**src/rtl/flag_if.sv**
```systemverilog
// Execute-stage flag bus: ALU result/carries and commit controls in,
// architectural flags, branch condition and overflow debug state out.
interface flag_if #(
  parameter int WIDTH = 64,
  parameter int CNT_W = 8
);
  logic [WIDTH-1:0] result;
  logic             cin_msb;
  logic             cout_msb;
  logic             valid;
  logic             set_flags;
  logic             stall;
  logic             flush;
  logic [3:0]       cond;
  logic             cnt_clr;
  logic [3:0]       nzcv;
  logic             cond_true;
  logic             sticky_v;
  logic [CNT_W-1:0] ovf_cnt;

  modport master (
    output result, cin_msb, cout_msb, valid, set_flags, stall, flush, cond, cnt_clr,
    input  nzcv, cond_true, sticky_v, ovf_cnt
  );

  modport slave (
    input  result, cin_msb, cout_msb, valid, set_flags, stall, flush, cond, cnt_clr,
    output nzcv, cond_true, sticky_v, ovf_cnt
  );
endinterface

```
**src/rtl/flag_unit.sv**
```systemverilog
// NZCV flag register, B.cond evaluator and overflow debug counter.
// Define FLAG_BYPASS_EN to forward same-cycle committed flags into the condition check.
module flag_unit #(
  parameter int WIDTH = 64,
  parameter int CNT_W = 8
) (
  input  logic    clk,
  input  logic    reset,
  flag_if.slave   bus
);

  typedef struct packed {
    logic n;
    logic z;
    logic c;
    logic v;
  } flags_t;

  typedef enum logic [3:0] {
    CC_EQ = 4'b0000, CC_NE = 4'b0001, CC_CS = 4'b0010, CC_CC = 4'b0011,
    CC_MI = 4'b0100, CC_PL = 4'b0101, CC_VS = 4'b0110, CC_VC = 4'b0111,
    CC_HI = 4'b1000, CC_LS = 4'b1001, CC_GE = 4'b1010, CC_LT = 4'b1011,
    CC_GT = 4'b1100, CC_LE = 4'b1101, CC_AL = 4'b1110, CC_NV = 4'b1111
  } cond_e;

  localparam logic [CNT_W-1:0] CNT_MAX = {CNT_W{1'b1}};

  flags_t           raw;
  flags_t           eff;
  logic             upd;
  flags_t           nzcv_d,     nzcv_q;
  logic             sticky_v_d, sticky_v_q;
  logic [CNT_W-1:0] ovf_cnt_d,  ovf_cnt_q;
  logic             cond_true;

  always_comb begin
    raw.n = bus.result[WIDTH-1];
    raw.z = (bus.result == '0);
    raw.c = bus.cout_msb;
    raw.v = bus.cin_msb ^ bus.cout_msb;
    upd   = bus.valid & bus.set_flags & ~bus.stall & ~bus.flush;
  end

  // NOTE: every output of a combinational block gets a default first so no path leaves it unassigned (no latch).
  always_comb begin
    nzcv_d     = nzcv_q;
    sticky_v_d = sticky_v_q;
    ovf_cnt_d  = ovf_cnt_q;
    if (upd) begin
      nzcv_d = raw;
    end
    // Clear wins over a same-cycle overflow, so that event is intentionally dropped.
    if (bus.cnt_clr) begin
      sticky_v_d = 1'b0;
      ovf_cnt_d  = '0;
    end else if (upd && raw.v) begin
      sticky_v_d = 1'b1;
      if (ovf_cnt_q != CNT_MAX) begin
        ovf_cnt_d = ovf_cnt_q + 1'b1;
      end
    end
  end

  // NOTE: state registers use non-blocking assignments so all flops sample pre-edge values together.
  always_ff @(posedge clk or negedge reset) begin
    if (!reset) begin
      nzcv_q     <= '0;
      sticky_v_q <= 1'b0;
      ovf_cnt_q  <= '0;
    end else begin
      nzcv_q     <= nzcv_d;
      sticky_v_q <= sticky_v_d;
      ovf_cnt_q  <= ovf_cnt_d;
    end
  end

`ifdef FLAG_BYPASS_EN
  // Forwarding lets a B.cond directly behind a flag-setting instruction resolve without a bubble.
  assign eff = upd ? raw : nzcv_q;
`else
  assign eff = nzcv_q;
`endif

  always_comb begin
    cond_true = 1'b1;
    unique case (cond_e'(bus.cond))
      CC_EQ: cond_true =  eff.z;
      CC_NE: cond_true = ~eff.z;
      CC_CS: cond_true =  eff.c;
      CC_CC: cond_true = ~eff.c;
      CC_MI: cond_true =  eff.n;
      CC_PL: cond_true = ~eff.n;
      CC_VS: cond_true =  eff.v;
      CC_VC: cond_true = ~eff.v;
      CC_HI: cond_true =  eff.c & ~eff.z;
      CC_LS: cond_true = ~eff.c |  eff.z;
      CC_GE: cond_true =  (eff.n == eff.v);
      CC_LT: cond_true =  (eff.n != eff.v);
      CC_GT: cond_true = ~eff.z & (eff.n == eff.v);
      CC_LE: cond_true =  eff.z | (eff.n != eff.v);
      CC_AL: cond_true = 1'b1;
      CC_NV: cond_true = 1'b1;
      default: cond_true = 1'b1;
    endcase
  end

  assign bus.nzcv      = nzcv_q;
  assign bus.sticky_v  = sticky_v_q;
  assign bus.ovf_cnt   = ovf_cnt_q;
  assign bus.cond_true = cond_true;

endmodule

```
**src/flat_wrapper.sv**
```systemverilog
// flat-port wrapper written by rule: the top's interface ports become plain ports
module flag_unit_flat 
#(
  parameter int WIDTH = 64,
  parameter int CNT_W = 8
)
  (clk, reset, bus_result, bus_cin_msb, bus_cout_msb, bus_valid, bus_set_flags, bus_stall, bus_flush, bus_cond, bus_cnt_clr, bus_nzcv, bus_cond_true, bus_sticky_v, bus_ovf_cnt);
  flag_if #(.WIDTH(WIDTH), .CNT_W(CNT_W)) bus_i ();
  input  logic clk;
  input  logic reset;
  input wire logic [$bits(bus_i.result)-1:0] bus_result;
  input wire logic [$bits(bus_i.cin_msb)-1:0] bus_cin_msb;
  input wire logic [$bits(bus_i.cout_msb)-1:0] bus_cout_msb;
  input wire logic [$bits(bus_i.valid)-1:0] bus_valid;
  input wire logic [$bits(bus_i.set_flags)-1:0] bus_set_flags;
  input wire logic [$bits(bus_i.stall)-1:0] bus_stall;
  input wire logic [$bits(bus_i.flush)-1:0] bus_flush;
  input wire logic [$bits(bus_i.cond)-1:0] bus_cond;
  input wire logic [$bits(bus_i.cnt_clr)-1:0] bus_cnt_clr;
  output wire logic [$bits(bus_i.nzcv)-1:0] bus_nzcv;
  output wire logic [$bits(bus_i.cond_true)-1:0] bus_cond_true;
  output wire logic [$bits(bus_i.sticky_v)-1:0] bus_sticky_v;
  output wire logic [$bits(bus_i.ovf_cnt)-1:0] bus_ovf_cnt;
  assign bus_i.result = bus_result;
  assign bus_i.cin_msb = bus_cin_msb;
  assign bus_i.cout_msb = bus_cout_msb;
  assign bus_i.valid = bus_valid;
  assign bus_i.set_flags = bus_set_flags;
  assign bus_i.stall = bus_stall;
  assign bus_i.flush = bus_flush;
  assign bus_i.cond = bus_cond;
  assign bus_i.cnt_clr = bus_cnt_clr;
  assign bus_nzcv = bus_i.nzcv;
  assign bus_cond_true = bus_i.cond_true;
  assign bus_sticky_v = bus_i.sticky_v;
  assign bus_ovf_cnt = bus_i.ovf_cnt;
  flag_unit #(.WIDTH(WIDTH), .CNT_W(CNT_W)) u_core (.clk(clk), .reset(reset), .bus(bus_i));
endmodule
```
**config.mk**
```make
export PLATFORM = sky130hd
export DESIGN_NAME = flag_unit_flat
export DESIGN_NICKNAME = d
export VERILOG_FILES = /design/src/rtl/flag_if.sv /design/src/rtl/flag_unit.sv /design/src/flat_wrapper.sv
export SDC_FILE = /design/constraint.sdc
export NUM_CORES = 1
export LEC_CHECK = 0
export BUFFER_PORTS_ARGS = -buffer_cell sky130_fd_sc_hd__buf_2
export CORE_AREA = 10 10 63 65
export CTS_CLUSTER_SIZE = 24
export DETAILED_ROUTE_END_ITERATION = 7
export DIE_AREA = 0 0 73 75
export PLACE_DENSITY = 0.89
export SYNTH_ARGS = -nofsm -noshare
export SYNTH_HDL_FRONTEND = slang
export SYNTH_SLANG_ARGS = --single-unit
```
**constraint.sdc**
```tcl
create_clock -name clk -period 1.9 [get_ports clk]
set_clock_uncertainty 0.1 [all_clocks]
set_input_delay 0.38 -clock clk [delete_from_list [all_inputs] [get_ports clk]]
set_output_delay 0.38 -clock clk [all_outputs]
set_load 0.05 [all_outputs]
```
Yosys cells after proc, flatten, opt, wreduce, memory -nomap -nowiden
Cells that the tools add are included.
{"block": "totals", "regBits": 13, "latchBits": 0, "ram_bits": 0, "rom_bits": 0, "output_inout_bits": 14, "n_memories": 0}
{"block": "classes", "addsub": 1, "multipliers": 0, "n_div": 0, "magnitude_cmp": 0, "eq_ne": 18, "shifts": 0, "muxes": 6, "bitwise_logic": 14, "n_reduce_logical": 7}
{"cell": "zero test 64 bit", "n": 1}
{"cell": "equality test 4 bit, second input constant", "n": 8}
{"cell": "two-way mux 8 bit", "n": 3}
{"cell": "equality test 4 x 3 -> 1 bit, second input constant", "n": 4}
{"cell": "case mux 1 bit (15 select lines)", "n": 1}
{"cell": "adder 8 x 1 -> 8 bit, second input constant", "n": 1}
{"cell": "equality test 4 x 2 -> 1 bit, second input constant", "n": 2}
{"cell": "!= test 8 bit, second input constant", "n": 1}
{"cell": "inverter 1 bit", "n": 6}
{"cell": "bitwise AND 1 bit", "n": 5}
{"cell": "equality test 4 x 1 -> 1 bit, second input constant", "n": 1}
{"cell": "zero test 4 bit", "n": 1}
{"cell": "nonzero test 2 bit", "n": 2}
{"cell": "two-way mux 1 bit", "n": 2}
{"cell": "bitwise OR 1 bit", "n": 2}
{"cell": "AND reduction 2 bit", "n": 1}
{"cell": "OR reduction 2 bit", "n": 1}
{"cell": "equality test 1 bit", "n": 1}
{"cell": "logical AND 1 bit", "n": 1}
{"cell": "!= test 1 bit", "n": 1}
{"cell": "bitwise XOR 1 bit", "n": 1}

Logic depth before layout (Yosys ltp)
Gate-level depths: netlist (run 1).
{"block": "logic_depth", "word_depth": 6, "ltp_mapped": 6, "depth_no_buf": 6}

Least setup slack after synthesis (run 1)
OpenSTA, ideal clock, no wires.
{"block": "synth_path", "path_kind": "register -> output", "from": "register u_core.nzcv_q, in the netlist u_core.bus.nzcv[0]", "to": "output port bus_cond_true", "arrival_time_ns": 1.939, "required_time_ns": 1.420, "path_slack_ns": -0.519, "path_stages_with_launch": 6, "path_buffers": 0, "cell_sequence": "dfrtp_1 xnor2_1 mux2i_1 or3b_1 a32oi_1 o22a_1"}
{"block": "synth_via", "elab_chain_len": 3}
{"element": "from (decl)", "line_no": "flag_unit.sv:31", "rtl": "flags_t nzcv_d, nzcv_q;"}
{"element": "from (signal assigned)", "line_no": "flag_unit.sv:71", "rtl": "nzcv_q <= nzcv_d;"}
{"element": "!= test 1 bit or equality test 1 bit (tied branches)"}
{"element": "bitwise OR 1 bit or bitwise AND 1 bit (tied branches)", "line_no": "flag_unit.sv:100, flag_unit.sv:99"}
{"element": "case mux 1 bit (15 select lines) *", "line_no": "flag_unit.sv:86", "rtl": "unique case (cond_e'(bus.cond))"}
{"element": "to (decl)", "line_no": "flat_wrapper.sv:21", "rtl": "output wire logic [$bits(bus_i.cond_true)-1:0] bus_cond_true;"}
Mark *: on every way between the ends. The rest lies on a longest branch, timed or not.

Worst setup path in the final report (run 1)
{"block": "layout_path", "from": "register u_core.nzcv_q, in the netlist u_core.bus.nzcv[3]", "to": "output port bus_cond_true"}
Same word-level chain as after synthesis.

==> results by group, run 1 <==
Run status
  – Run status: finished with violations
  – Failing checks: setup timing

Critical path
  – Slowest CP cell: dfrtp_2
  – R2R cell count: 6
  – CP cell instances: xnor2_2, mux2i_1, or3b_1, a32oi_1, o22a_2, buf_6
  – CP top delay family: flip-flops
  – Worst endpoint data arrival time: 1.87 ns
  – CP Class: register to output port
  – Crit Path Max Fanout: 2
  – Levels on crit path: 6
  – Worst EP required: 1.42 ns
  – CP startpoint kind: register
  – Crit path largest cell delay: 0.43 ns
  – Critical Path End Type: output port
  – CP Buf/Inv Count: 1

Timing
  – Fmax: 0.426 GHz
  – Final worst setup slack: -0.445 ns
  – Final setup viols: 1
  – RSZ-0062 raised after global routing: true
  – Slew @ Worst Pin: 0.363 ns
  – Max Slew Vio Count: 0
  – Part of the cycle the worst path needs: 123%
  – Post-route minimum period: 2.35 ns
  – Hold Fails Final Rpt: 0
  – Relative max-transition margin: 75.6%
  – Worst hold slack: 0.213 ns

CTS
  – Worst skew pair latency: 0.28 ns
  – Sink Count: 13
  – Total CTS buffers: 3
  – TritonCTS clock tree: built
  – CTS HTree Levels: 1
  – Root Driver: clkbuf_4
  – Clk pin slew, worst setup/hold paths: 0.08 ns
  – Maximum clock path buffer count: 2

Global route
  – Vias in the first global route: 1,448
  – Largest net degree at the start of global routing: 14
  – Met3 Resource Use GR: 5.91%
  – Gr usage total: 14.6%
  – Busiest grt layer: met2
  – M2 GR Usage: 26.6%
  – GRT overflow: 0
  – First-pass GRT wire length: 6520 um
  – Initial antenna violation count: 0
  – M1 GR Usage: 14.6%

Placed design
  – Port bufs: 90
  – Post-detail-place hpwl: 3490 um
  – Placed cell area: 0.00156 mm2
  – Pre-CTS WS: -0.176 ns
  – GPL Wtd Cong: 0.883

Logic synthesis
  – Largest cells by area after synthesis: dfrtp_1, nor4_1, nand2_1, xor2_1, xnor2_1
  – Syn Nets: 188
  – Primary FF master, synth: dfrtp_1
  – Synth warn: 0
  – Yosys top cell area share: 32.8%
  – Number of flops mapped to enable cells by yosys: 0
  – Mapped Cells: 110
  – Avg Inst Size Synth: 9.01 um2
  – Mapped Area: 991 um2
  – Register bit total from synthesis: 13
  – Top cells by count, synth: nor4_1, nand2_1, dfrtp_1, nor2_1
  – Count of cell types in the netlist: 32
  – Ys async rst share: 100%
  – Cell with the most instances after synthesis: nor4_1
  – Sequential element share of the synthesized area: 32.8%
  – Synth area leader: dfrtp_1

Floorplan
  – Die W: 73 um
  – Core area: 0.00271 mm2
  – Die ar.: 0.00548 mm2
  – Placement row count: 19
  – Die Y: 75 um
  – IO Pins: 91
  – Starting density of the core: 36.6%

Pwr
  – VDD IR max: 412 uV
  – Pwr Total: 0.000792 W
  – Power Density: 489 mW/mm2
  – Leakage: 0.819 nW

Job
  – Total of max-cap violations: 0

Layout
  – Final Instance Area: 0.00162 mm2
  – Fill cells: 245
  – Layout cell share with drive strength beyond 1: 55.6%
  – Nets: 293
  – N_diodes: 0
  – Area Growth Syn to Fin: 63.3%

Routing
  – Routed via count divided by cell count: 5.14
  – Routed vias: 1,260
  – 1st-pass router iterations: 4
  – Post-route ant nets: 0
  – DRC Markers: 0
  – DRT Wirelength: 3980 um
  – Initial DRC count: 45
  – WL per Instance: 16.2 um

Worst hold path
  – Worst Hold Class: input pin to register
  – Hold depth: 3
-- worst paths after layout --
check | startpoint | end | slack, ns
setup / recovery | u_core.bus.nzcv[3] | bus_cond_true | -0.45
hold / removal | bus_result[63] | u_core.bus.nzcv[3] | 0.21
setup reg to reg | u_core.bus.ovf_cnt[0] | u_core.bus.ovf_cnt[3] | 0.11
hold reg to reg | u_core.bus.sticky_v | u_core.bus.sticky_v | 0.44
max in group asynchronous | reset | u_core.bus.nzcv[0] | 1.00
min in group asynchronous | reset | u_core.bus.nzcv[1] | 0.44
-- logic make-up (layout without fill, tap and decap cells) --
kind of cell | count (synthesis) | in the layout | synth area share, %
compound gates | 12 | 12 | 11.7
xor+xnor | 11 | 11 | 9.72
fa+ha+maj | 1 | 1 | 1.26
buf+inv | 3 | 107 | 1.14
flops | 13 | 13 | 32.8
mux | 3 | 3 | 3.03
simple gates | 67 | 67 | 40.3
-- flip-flops by register name, indices dropped and copies added, names as in the netlist --
signal and cells:
u_core.bus.ovf_cnt 8, u_core.bus.nzcv 4, u_core.bus.sticky_v 1
-- per-stage QoR --
stage	util [%]	setup TNS (ns)	std cells
finish	59.7	-0.445	245
global route	59.7	-0.510	245
CTS	59.5	-0.397	245
detailed placement	57.6	-0.209	239
global placement	57.6	-0.144	239
floorplan	-	-0.195	110
-- worst register-to-register path, delay by kind of cell (launching register included) --
family	cells	cell delay (ns)
simple gates	3	0.45
flops	1	0.44
compound gates	1	0.31
fa+ha+maj	1	0.20
xor+xnor	1	0.18
-- report_power, final --
group | total [W] | switching, W | internal, W
sequential | 0.000308 | 0.0000162 | 0.000292
clock | 0.000172 | 0.0000903 | 0.0000815
combinational | 0.000312 | 0.000165 | 0.000147
total | 0.000792 | 0.000272 | 0.000520
-- cell usage in the layout (no fill, tap or decap), types with 2 or more instances in the layout --
cell,synthesis,layout
buf_4,0,10
o21ai_0,3,3
xor2_1,6,6
a21oi_1,3,3
dfrtp_2,0,4
clkbuf_4,0,3
nand3_1,4,4
mux2i_1,3,3
xnor2_1,5,4
buf_2,0,89
nand2_1,16,16
nand4_1,6,6
nor2_1,10,10
nor3b_1,2,2
dfrtp_1,13,9
buf_6,0,2
nor4_1,17,17
nand2b_1,2,2
-- metal layers --
layer / part of all wire (%) / up-vias
li1: - / 624
met1: 37 / 577
met2: 52 / 53
met3: 9.1 / 6
met4: 1.5 / 0
met5: 0 / -
-- cell type report --
| class | count | area [um2] | area share (%) |
|---|---|---|---|
| multi-input cells | 94 | 666 | 41.1 |
| repair buffers | 102 | 553 | 34.2 |
| flip-flops and latches | 13 | 330 | 20.4 |
| well taps | 31 | 38.8 | 2.40 |
| clock buffers | 4 | 26.3 | 1.62 |
| inverters | 1 | 3.75 | 0.232 |
-- what timing repair did --
item                                    4_1_cts  5_1_grt
hold buffers                                  1        0
endpoints found under the hold margin        13        0
endpoints found under the setup margin        2        4
buffers inserted                              1        0
resized for setup                             2        2
pin swaps                                     1        1
Power figures use the tool's default switching activity.
==> inputs of run 2 (changes only) <==
- ABC_AREA: not set -> 1
- CORE_AREA: 10 10 63 65 -> 10 10 65 67
- DIE_AREA: 0 0 73 75 -> 0 0 75 77
==> results by group, run 2 <==
Placed design
  – Pre-CTS WS: 0.0494 ns
  – Post-Place Cells: 308
  – GPL Wtd Cong: 0.854
  – Placed cell area: 0.00161 mm2
  – Post-detail-place hpwl: 3530 um
  – Port bufs: 90

Worst hold path
  – Worst Hold Class: input pin to register

Critical path
  – Worst reg2reg endpoint: u_core.bus.ovf_cnt[7]
  – Worst EP required: 1.42 ns
  – Worst endpoint data arrival time: 1.53 ns
  – Worst Setup SP: u_core.bus.nzcv[0]
  – Worst R2R Start: u_core.bus.ovf_cnt[0]
  – CP Class: register to output port
  – CP startpoint kind: register
  – R2R cell count: 9
  – Setup slack, reg-to-reg: 0.40 ns
  – Critical Path End Type: output port
  – Crit Path Max Fanout: 4
  – Crit path to: bus_cond_true

Global route
  – Largest net degree at the start of global routing: 14
  – Vias in the first global route: 1,494
  – GRT overflow: 0
  – Initial antenna violation count: 0
  – Gr usage total: 14.0%
  – First-pass GRT wire length: 6640 um

Timing
  – Fmax: 0.497 GHz
  – Setup TNS: -0.113 ns
  – Slew @ Worst Pin: 0.291 ns
  – Final worst setup slack: -0.113 ns
  – Part of the cycle the worst path needs: 106%
  – Hold Fails Final Rpt: 0
  – Max Slew Vio Count: 0
  – Relative max-transition margin: 80.6%
  – RSZ-0062 raised after global routing: true
  – Final setup viols: 1
  – Post-route minimum period: 2.01 ns

Routing
  – 1st-pass router iterations: 4
  – Routed via count divided by cell count: 4.66
  – Routed vias: 1,469
  – DRT Wirelength: 4150 um
  – WL per Instance: 13.2 um
  – DRC Markers: 0
  – Initial DRC count: 89
  – Post-route ant nets: 0

Pwr
  – Power Density: 475 mW/mm2
  – Leakage: 0.963 nW
  – VDD IR max: 459 uV
  – Pwr Total: 0.000798 W

Layout
  – Number of flip-flops under the largest register name: 8
  – Most common cell after layout, fill and taps aside: buf_2
  – Area Growth Syn to Fin: 50.6%
  – Final Instance Area: 0.00168 mm2
  – Nets: 361
  – N_diodes: 0
  – Fill cells: 289
  – Most frequent cells in the layout: buf_2, nor2_1, nand2_1
  – Finished Layout Cells: 315
  – Layout cell share with drive strength beyond 1: 40.8%

Floorplan
  – Starting density of the core: 37.4%
  – Die ar.: 0.00578 mm2
  – Placement row count: 20
  – Die W: 75 um
  – IO Pins: 91
  – Die Y: 77 um
  – Core area: 0.00298 mm2

Logic synthesis
  – Avg Inst Size Synth: 5.99 um2
  – Top cells by count, synth: nor2_1, nand2_1, nand3_1, inv_1, dfrtp_1
  – Cell with the most instances after synthesis: nor2_1
  – Syn Nets: 264
  – Mapped Cells: 186
  – Number of flops mapped to enable cells by yosys: 0
  – Yosys top cell area share: 29.2%
  – Register bit total from synthesis: 13
  – Count of cell types in the netlist: 23
  – Mapped Area: 0.00111 mm2
  – Sequential element share of the synthesized area: 29.2%
  – Primary FF master, synth: dfrtp_1
  – Ys async rst share: 100%
  – Synth warn: 0
  – Synth area leader: dfrtp_1
  – Largest cells by area after synthesis: dfrtp_1, nor2_1, nand2_1, nand3_1, inv_1

CTS
  – Maximum clock path buffer count: 2
  – Total CTS buffers: 3
  – Root Driver: clkbuf_4
  – Clk pin slew, worst setup/hold paths: 0.08 ns
  – Sink Count: 13
  – Worst skew pair latency: 0.26 ns
  – TritonCTS clock tree: built
  – CTS HTree Levels: 1

Run status
  – Run status: finished with violations
  – Failing checks: setup timing

Job
  – Total of max-cap violations: 0
run 2: cell count changes after synthesis, moves of 5 or more:
cell,delta
nor2_1,+43
nand2_1,+31
nand3_1,+19
nor4_1,-17
inv_1,+14
xnor2_1,-5
run 2: power breakdown:
part | switching [W] | leakage (nW) | internal [W]
Clock | 0.0000827 | 0.0150 | 0.0000809
Sequential | 0.0000189 | 0.175 | 0.000291
Combinational | 0.000194 | 0.773 | 0.000130
Total | 0.000296 | 0.963 | 0.000502
run 2: metrics by stage:
stage,hold WS (ns),utilization [%]
floorplan,-0.0156,-
global placement,0.182,53.9
detailed placement,0.187,53.9
CTS,0.235,55.9
global route,0.247,56.4
finish,0.249,56.4
run 2: timing repair:
| item | CTS | global route |
|---|---|---|
| hold buffers | 1 | 0 |
| gates cloned | 0 | 0 |
| setup endpoints to repair | 1 | 1 |
| resized for setup | 3 | 6 |
| buffers inserted | 2 | 0 |
| hold endpoints to repair | 13 | 0 |
| pin swaps | 0 | 1 |
run 2: layer usage:
| metal | GRT usage, % | vias up | wire [um] | share of wire [%] |
|---|---|---|---|---|
| met5 | 0 | - | 0 | 0 |
| met2 | 26.7 | 36 | 2350 | 57 |
| met4 | 4.73 | 0 | 63 | 1.5 |
| met3 | 2.19 | 6 | 254 | 6.1 |
| met1 | 14.5 | 640 | 1480 | 36 |
| li1 | - | 787 | - | - |
run 2: final cells by class:
cell class / instances / area (um2) / share of cell area [%]
Clock buffer: 4 / 26.3 / 1.56
Tap cell: 33 / 41.3 / 2.46
Inverter: 17 / 65.1 / 3.87
Timing Repair Buffer: 93 / 482 / 28.7
Multi-Input combinational cell: 155 / 739 / 44.0
Sequential cell: 13 / 325 / 19.4
run 2: how the worst min path moves through the flow:
stage / from / to / slack, ns / depth (start not counted)
floorplan: reset / u_core.bus.nzcv[0] / -0.02 / 0
global placement: reset / u_core.bus.ovf_cnt[7] / 0.18 / 1
detailed placement: reset / u_core.bus.ovf_cnt[7] / 0.19 / 1
CTS: bus_cnt_clr / u_core.bus.sticky_v / 0.24 / 2
global route: bus_cnt_clr / u_core.bus.sticky_v / 0.25 / 2
finish: bus_cnt_clr / u_core.bus.sticky_v / 0.25 / 2
run 2: worst max-delay path, stage by stage, from the launching register on:
cell and delay (ns):
dfrtp_1 0.44, inv_2 0.10, nand2_2 0.07, nand2_2 0.08, nand2_2 0.06, nand2_1 0.07, nand3_1 0.07, nor2_1 0.13
nand3_2 0.08, buf_6 0.16
run 2: kinds of logic after synthesis:
kind of cell | count (synthesis) | share of synthesized area, %
fa+ha+maj | 1 | 1.12
compound gates | 10 | 5.05
flops | 13 | 29.2
buf+inv | 18 | 6.28
simple gates | 140 | 55.2
xor+xnor | 4 | 3.14
